$ cat src/rtl/keypad_scanner.sv
// Matrix keypad scanner: active-low one-hot column scan, debounced press/release, one code per press on valid/ready.
// Define KEYPAD_REPEAT_EN to add auto-repeat events while a key is held.
module keypad_scanner #(
    parameter int ROWS         = 4,
    parameter int COLS         = 4,
    parameter int SETTLE       = 16,
    parameter int DEBOUNCE     = 1000,
    parameter int REPEAT_DELAY = 50000,
    parameter int REPEAT_RATE  = 10000,
    localparam int CW          = $clog2(ROWS*COLS)
) (
    input  logic            clk,
    input  logic            rst_n,
    input  logic [ROWS-1:0] row,
    output logic [COLS-1:0] col,
    output logic [CW-1:0]   key_code,
    output logic            key_valid,
    input  logic            key_ready,
    output logic            key_pressed,
    output logic            overrun,
    input  logic            overrun_clr
);

    localparam int CIW     = $clog2(COLS);
    localparam int RIW     = $clog2(ROWS);
    localparam int CNT_MAX = (SETTLE > DEBOUNCE) ? SETTLE : DEBOUNCE;
    localparam int CNTW    = $clog2(CNT_MAX + 1);
    localparam logic [CNTW-1:0] SETTLE_LAST = CNTW'(SETTLE - 1);
    localparam logic [CNTW-1:0] DB_LAST     = CNTW'(DEBOUNCE - 1);

    if (ROWS < 2 || ROWS > 8 || COLS < 2 || COLS > 8 || SETTLE < 1 || DEBOUNCE < 1 ||
        REPEAT_DELAY < 1 || REPEAT_RATE < 1) begin : g_bad_param
        $error("keypad_scanner: parameter out of range");
    end

    typedef enum logic [1:0] {S_SCAN, S_DEBOUNCE, S_HELD, S_RELEASE} state_t;

    state_t          state_q;
    logic [ROWS-1:0] row_s1_q, rs_q;
    logic [COLS-1:0] col_q;
    logic [CIW-1:0]  col_idx_q;
    logic [RIW-1:0]  row_idx_q;
    logic [CNTW-1:0] cnt_q;
    logic [CW-1:0]   key_code_q;
    logic            key_valid_q, key_pressed_q, overrun_q;

    logic [CIW-1:0]  col_nxt;
    logic [RIW-1:0]  low_row;
    logic            any_low, row_up, press_evt, emit;
    logic [CW-1:0]   code;

    function automatic logic [COLS-1:0] col_drive(input logic [CIW-1:0] c);
        col_drive = ~(COLS'(1) << c);
    endfunction

    assign col_nxt   = (col_idx_q == CIW'(COLS - 1)) ? '0 : col_idx_q + CIW'(1);
    assign row_up    = rs_q[row_idx_q];
    assign code      = CW'(int'(row_idx_q) * COLS + int'(col_idx_q));
    assign press_evt = (state_q == S_DEBOUNCE) && !row_up && (cnt_q == DB_LAST);

    // Lowest-index low row wins when several rows of one column are down.
    always_comb begin
        low_row = '0;
        any_low = 1'b0;
        for (int i = ROWS - 1; i >= 0; i--) begin
            if (!rs_q[i]) begin
                low_row = RIW'(i);
                any_low = 1'b1;
            end
        end
    end

`ifdef KEYPAD_REPEAT_EN
    localparam int RPT_MAX = (REPEAT_DELAY > REPEAT_RATE) ? REPEAT_DELAY : REPEAT_RATE;
    localparam int RPTW    = $clog2(RPT_MAX + 1);
    localparam logic [RPTW-1:0] DELAY_LAST = RPTW'(REPEAT_DELAY - 1);
    localparam logic [RPTW-1:0] RATE_LAST  = RPTW'(REPEAT_RATE - 1);

    logic [RPTW-1:0] rpt_cnt_q;
    logic            rpt_first_q;
    logic            rpt_evt;

    assign rpt_evt = (state_q == S_HELD) && !row_up &&
                     (rpt_cnt_q == (rpt_first_q ? DELAY_LAST : RATE_LAST));
    assign emit    = press_evt | rpt_evt;
`else
    assign emit    = press_evt;
`endif

    always_ff @(posedge clk or negedge rst_n) begin
        if (!rst_n) begin
            state_q       <= S_SCAN;
            row_s1_q      <= '1;
            rs_q          <= '1;
            col_q         <= '1;
            col_idx_q     <= '0;
            row_idx_q     <= '0;
            cnt_q         <= '0;
            key_code_q    <= '0;
            key_valid_q   <= 1'b0;
            key_pressed_q <= 1'b0;
            overrun_q     <= 1'b0;
`ifdef KEYPAD_REPEAT_EN
            rpt_cnt_q     <= '0;
            rpt_first_q   <= 1'b1;
`endif
        end else begin
            row_s1_q <= row;
            rs_q     <= row_s1_q;

            // A drop in the same cycle as a clear leaves overrun set.
            if (overrun_clr) overrun_q <= 1'b0;
            if (emit) begin
                if (!key_valid_q || key_ready) begin
                    key_code_q  <= code;
                    key_valid_q <= 1'b1;
                end else begin
                    overrun_q <= 1'b1;
                end
            end else if (key_valid_q && key_ready) begin
                key_valid_q <= 1'b0;
            end

            case (state_q)
                S_SCAN: begin
                    if (col_q[col_idx_q]) begin
                        col_q <= col_drive(col_idx_q);
                    end else if (cnt_q == SETTLE_LAST) begin
                        cnt_q <= '0;
                        if (any_low) begin
                            row_idx_q <= low_row;
                            state_q   <= S_DEBOUNCE;
                        end else begin
                            col_idx_q <= col_nxt;
                            col_q     <= col_drive(col_nxt);
                        end
                    end else begin
                        cnt_q <= cnt_q + CNTW'(1);
                    end
                end
                S_DEBOUNCE: begin
                    if (row_up) begin
                        cnt_q     <= '0;
                        col_idx_q <= col_nxt;
                        col_q     <= col_drive(col_nxt);
                        state_q   <= S_SCAN;
                    end else if (cnt_q == DB_LAST) begin
                        cnt_q         <= '0;
                        key_pressed_q <= 1'b1;
                        state_q       <= S_HELD;
`ifdef KEYPAD_REPEAT_EN
                        rpt_cnt_q     <= '0;
                        rpt_first_q   <= 1'b1;
`endif
                    end else begin
                        cnt_q <= cnt_q + CNTW'(1);
                    end
                end
                S_HELD: begin
                    if (row_up) begin
                        cnt_q   <= '0;
                        state_q <= S_RELEASE;
`ifdef KEYPAD_REPEAT_EN
                    end else if (rpt_evt) begin
                        rpt_cnt_q   <= '0;
                        rpt_first_q <= 1'b0;
                    end else begin
                        rpt_cnt_q <= rpt_cnt_q + RPTW'(1);
`endif
                    end
                end
                S_RELEASE: begin
                    if (!row_up) begin
                        cnt_q <= '0;
                    end else if (cnt_q == DB_LAST) begin
                        cnt_q         <= '0;
                        key_pressed_q <= 1'b0;
                        col_idx_q     <= col_nxt;
                        col_q         <= col_drive(col_nxt);
                        state_q       <= S_SCAN;
                    end else begin
                        cnt_q <= cnt_q + CNTW'(1);
                    end
                end
                default: state_q <= S_SCAN;
            endcase
        end
    end

    assign col         = col_q;
    assign key_code    = key_code_q;
    assign key_valid   = key_valid_q;
    assign key_pressed = key_pressed_q;
    assign overrun     = overrun_q;

endmodule

$ cat config.mk
export PLATFORM = sky130hd
export DESIGN_NAME = keypad_scanner
export DESIGN_NICKNAME = d
export VERILOG_FILES = /design/src/rtl/keypad_scanner.sv
export SDC_FILE = /design/constraint.sdc
export NUM_CORES = 1
export LEC_CHECK = 0
export CORE_UTILIZATION = 35
export DETAILED_ROUTE_END_ITERATION = 10
export GPL_TIMING_DRIVEN = 0
export MAX_ROUTING_LAYER = met4
export PLACE_DENSITY = 0.66
export SKIP_LAST_GASP = 1
export SLEW_MARGIN = 10
export SYNTH_ARGS = -nofsm -noshare
export SYNTH_HDL_FRONTEND = slang
export SYNTH_SLANG_ARGS = --single-unit
$ cat constraint.sdc
create_clock -name clk -period 2.2 [get_ports clk]
set_clock_uncertainty 0.05 [all_clocks]
set_input_delay 0.44 -clock clk [delete_from_list [all_inputs] [get_ports clk]]
set_output_delay 0.44 -clock clk [all_outputs]
set_load 0.05 [all_outputs]
## Word-level counts from Yosys, hierarchy flattened

Index checks and enable logic that the tools add are counted.

- Latch bits: 0
- Register bits: 35
- RAM bits: 0
- ROM bits: 0
- Output and inout port bits: 11
- Word-level logic and storage cells: 113
- Memories kept: 0
- Input port bits: 8

- Reductions and logical operators: 18
- Muxes and demuxes: 54
- Divide/modulo/power cells: 0
- $lt $le $gt $ge: 2
- Add/subtract/negate cells: 3
- Shifts and indexed selects: 2
- Bitwise operators: 3
- $mul: 0
- Equality and inequality tests: 20

Operators by type and width:

| kind | count |
|---|---|
| two-way mux 10 bit | 6 |
| one-hot mux 10 bit (4 select lines) | 1 |
| two-way mux 2 bit | 19 |
| two-way mux 4 bit | 6 |
| inequality test 2 bit (second input constant) | 9 |
| two-way mux 1 bit | 16 |
| AND reduction 7 bit | 2 |
| one-hot mux 4 bit (3 select lines) | 1 |
| adder 10 x 1 -> 10 bit (second input constant) | 1 |
| == test 10 bit (second input constant) | 1 |
| == test 10 x 4 -> 1 bit (second input constant) | 1 |
| inverter 4 bit | 2 |
| one-hot mux 2 bit (4 select lines) | 1 |
| left shift 1 x 2 -> 4 bit (first input constant) | 2 |
| == test 2 bit (second input constant) | 3 |
| < comparator 2 x 3 -> 1 bit (second input constant) | 2 |
| inequality test 3 bit (second input constant) | 2 |
| one-hot mux 2 bit (3 select lines) | 1 |
| AND reduction 2 bit | 3 |
| AND reduction 6 bit | 1 |
| AND reduction 5 bit | 1 |
| adder 4 x 2 -> 4 bit | 1 |
| binary-select mux 1 bit (select 2 bit) | 2 |
| inequality test 2 x 1 -> 1 bit (second input constant) | 2 |
| other kinds (12) | 16 |

## Depth between registers and ports, before layout

- Word-level depth: 8
- Mapped depth: 6
- Mapped depth without buffers: 6

## Worst setup path after synthesis

Ideal clock, no wire load.

- Path kind: reg-to-reg
- Start point: register row_idx_q[0]
- End point: register key_code_q[0], in the netlist key_code[0]
- Clock period less this slack: 2107 ps
- Cell stages (with the launch flop): 5
- Library setup time: 125 ps
- Data required time: 2025 ps
- Path buffers: 0
- Data arrival time: 1932 ps
- Slack: 93 ps
- Cells stage by stage: dfrtp_1 -> mux4_2 -> or4b_4 -> nand2b_4 -> mux2_4

- Word-level cells in the longest chain between the ends: 6

Ends and longest elaborated chain:

| item | line | source |
|---|---|---|
| start, declared | 42 | `logic [RIW-1:0] row_idx_q;` |
| start signal, assigned | 131 | `row_idx_q <= low_row;` |
| binary-select mux 1 bit (select 2 bit) | 57 | `assign row_up = rs_q[row_idx_q];` |
| two-way mux 1 bit (implied by the code) | 57 |  |
| zero test 1 bit | -- |  |
| logical AND 1 bit (2 in series) | 59 | `assign press_evt = (state_q == S_DEBOUNCE) && !row_up && (cnt_q == DB_LAST);` |
| AND reduction 2 bit (no source line) | -- |  |
| end signal, assigned | 115 | `key_code_q <= code;` |
| end, declared | 44 | `logic [CW-1:0] key_code_q;` |

Every way passes these cells. The select of a mux whose other input is x is not followed.
A chain may end at the register's enable or synchronous reset.

## Worst setup path after layout

- Start point: register cnt_q[1]
- End point: register key_code_q[2], in the netlist key_code[2]

- Word-level cells in the longest chain between the ends: 3

Ends and longest elaborated chain:

| item | line | source |
|---|---|---|
| start, declared | 43 | `logic [CNTW-1:0] cnt_q;` |
| start signal, assigned | 138 | `cnt_q <= cnt_q + CNTW'(1);` |
| start signal, assigned | 156 | `cnt_q <= cnt_q + CNTW'(1);` |
| start signal, assigned | 182 | `cnt_q <= cnt_q + CNTW'(1);` |
| == test 10 bit | 59 |  |
| logical AND 1 bit | 59 |  |
| AND reduction 2 bit (no source line) | -- |  |

Every way passes these cells.

==> key figures <==
GRT
  • Most heavily used metal layer in global routing: met2
  • Overflow after GRT: 0
  • Met3 usage in global routing: 4.12%
  • Met1 capacity usage during global routing: 18.4%
  • Total routing usage reported by global routing: 13.6%
  • Antenna violations before repair: 0
  • GR Layer Usage met2: 18.8%
  • Vias in the first global route: 1145
  • Maximum number of pins on one net before global-route repair: 36
  • Wire length of the first global-routing pass: 5.37 mm

Final layout
  • Post-layout utilization of the core: 45.9%
  • Share of cells above drive strength 1: 27.4%
  • Final #Nets: 203
  • Area delta synth->final: 24.2%
  • Count of antenna diodes in the layout: 0

Synthesis
  • Fraction of synthesis flops using an asynchronous set or reset pin: 100%
  • Most used standard cell by instance count after synthesis: dfrtp_1
  • Top post-synthesis cells by area: dfrtp_1, dfstp_2, mux2_2
  • Sequential cell area fraction in the yosys report: 50.0%
  • Per-instance average area after synthesis: 11.3 um2
  • Netlist area before placement: 1780 um2
  • Post-synth EDFFs: 0
  • Syn Inst Count: 158
  • Post-synth cell types: 43
  • Count of state elements after synthesis: 35
  • Area leader, netlist: dfrtp_1
  • Most instantiated cells after synthesis: dfrtp_1, dfstp_2, inv_1, nor2_1, nand2_1
  • Fraction of post-synthesis cell area in the top cell type by area: 32.3%
  • Top_reg_cell synth: dfrtp_1
  • Synth warn: 0
  • Number of nets in the synthesized netlist: 172

Worst setup path
  • Critical path's largest stage delay: 0.55 ns
  • Critical path launch point type: register
  • Critical path data required time: 2.33 ns
  • Worst r2r src: cnt_q[1]
  • Type of the worst setup path: register to register
  • Internal reg-to-reg setup slack: 0.05 ns
  • Worst EP arrival: 2.27 ns
  • Chain of cells forming the critical path: ha_4 > and3b_2 > nand3_2 > or4b_4 > nand2b_4 > mux2_4
  • Endpoint class of the critical path: register
  • Critical Path Start: cnt_q[1]
  • Logic depth of the worst register-to-register path: 6
  • CP max stage cell: or4b_4
  • End of the worst register-to-register path: key_code[2]
  • Critical Path Fanout Max: 4

Placement
  • Estimated wirelength of the detail-placed design: 2.18 mm
  • Gpl congestion: 0.781
  • Count of port buffers added during placement: 18

STA
  • Final Setup Violations: 0
  • Setup TNS: 0 ns
  • Worst Max-Slew Pin Slew: 0.767 ns
  • Highest achievable clock rate: 0.466 GHz
  • Share of the clock period used by the worst path after layout: 97.5%
  • Number of slew-limit violations in the final report: 0
  • Clock period minus worst slack: 2.15 ns
  • Worst slew margin: 48.8%
  • Number of failing hold endpoints at the final stage: 0

Floorplan
  • Rows: 25
  • Overall die area: 5380 um2
  • Vertical die dimension: 73.4 um
  • Die width: 73.4 um
  • I/O pins: 19
  • Core footprint: 4820 um2
  • Effective utilization at floorplan: 37.0%

Clocking
  • Number of buffers inserted during clock tree synthesis: 5
  • Insertion delay of the later-clocked pin in the worst-skew pair: 0.29 ns
  • CTS Buffer Depth: 2
  • Clock-pin slew of the registers on the worst-case setup and hold paths: 0.08 ns
  • Number of clock sinks: 35
  • TritonCTS clock tree: yes
  • Depth of the CTS H-tree: 2
  • Total of hold buffers inserted after clock tree synthesis: 0
  • CTS root buf: clkbuf_8

Detailed routing
  • Detailed Route WL: 3.23 mm
  • Total via count in the routed design: 1267
  • Average detailed-routed wire length per instance: 12.6 um
  • Post-detailed-route via-to-cell ratio: 4.93
  • First DRT Iteration DRCs: 60
  • Router iterations before antenna repair: 4
  • Count of antenna-violating nets left after detailed routing: 0
  • Residual DRC: 0

Worst hold path
  • Class of the worst hold path: input port to async pin

Power
  • Power density over cell area: 1040 nW/um2
  • Leakage: 0.958 nW
  • Worst IR drop on VDD: 0.455 mV

Job
  • Maximum capacitance violations: 0

Run status
  • Run status: completed
==> layout make-up <==
class | instances | area (um2)
inverters | 11 | 41.3
well taps | 67 | 83.8
clock inverters | 3 | 23.8
flip-flops and latches | 35 | 892
fillers | 484 | 2600
clock buffers | 5 | 68.8
multi-input cells | 107 | 860
repair buffers | 25 | 228
plain buffers | 4 | 16.3
==> logic make-up after synthesis <==
kind of cell    after synthesis  share of synthesized area [%]
mux                          19                           13.7
xor+xnor                      6                           2.95
buf+inv                      16                           3.37
fa+ha+maj                     7                           4.78
compound gates               29                           10.7
flops                        35                           50.0
simple gates                 46                           14.5
==> cell usage in the layout (no fill, tap or decap), drive strengths merged, types with 2 or more instances in the layout <==
cell type,count
nand2b,3
a21oi,8
mux4,2
mux2,11
mux2i,6
nand2,10
nor2b,3
dfstp,12
and2,2
dfrtp,23
ha,6
clkbuf,8
xor2,5
o2111ai,3
inv,12
a221o,2
nor3,3
o21ai,6
nor2,12
nand3,3
buf,9
o22ai,4
clkdlybuf4s50,17
nand4,2
clkinvlp,2
==> power breakdown <==
part	switching (mW)	total, mW	internal (mW)	leakage, nW
combinational	0.489	0.906	0.417	0.480
sequential	0.125	0.907	0.781	0.437
clock	0.255	0.482	0.226	0.0408
total	0.869	2.29	1.42	0.958
==> flip-flops by register name, indices dropped and copies added (netlist names), named ones only <==
| signal | count |
|---|---|
| cnt_q | 10 |
| col | 4 |
| col_idx_q | 2 |
| key_code | 4 |
| key_pressed | 1 |
| key_valid | 1 |
| overrun | 1 |
| row_idx_q | 2 |
| row_s1_q | 4 |
| rs_q | 4 |
| state_q | 1 |
==> routing by layer <==
| metal | vias to the layer above | wire [um] |
|---|---|---|
| met5 | - | 0 |
| li1 | 624 | - |
| met3 | 7 | 130 |
| met1 | 611 | 1640 |
| met4 | 0 | 54 |
| met2 | 25 | 1410 |
==> what timing repair did <==
action,4_1_cts,5_1_grt
gates resized for setup,3,7
buffers inserted,2,5
pin swaps,0,1
setup endpoints to repair,10,18
==> per-stage QoR <==
stage	power [mW]	setup slack [ns]	std cells	hold slack [ns]	cell area (um2)
floorplan	1.51	0.0933	158	0.0944	1780
global placement	1.71	-0.111	243	0.296	2050
detailed placement	1.72	-0.114	243	0.297	2040
CTS	2.23	0.00442	252	0.197	2160
global route	2.44	-0.0105	257	0.224	2210
finish	2.29	0.0549	257	0.169	2210
==> how the worst max path moves through the flow <==
stage	endpoint	cells after the start
CTS	key_code[2]	4
detailed placement	col[0]	5
global route	key_code[0]	6
floorplan	key_code[0]	4
finish	key_code[2]	6
global placement	cnt_q[4]	1
==> critical path: cells and delay by family, from the launching register on <==
| family | cells | cell delay, ns |
|---|---|---|
| adders and majority gates | 1 | 0.17 |
| DFF | 1 | 0.42 |
| muxes | 1 | 0.30 |
| and+or+nand+nor | 4 | 1.10 |
Power figures use the tool's default switching activity.
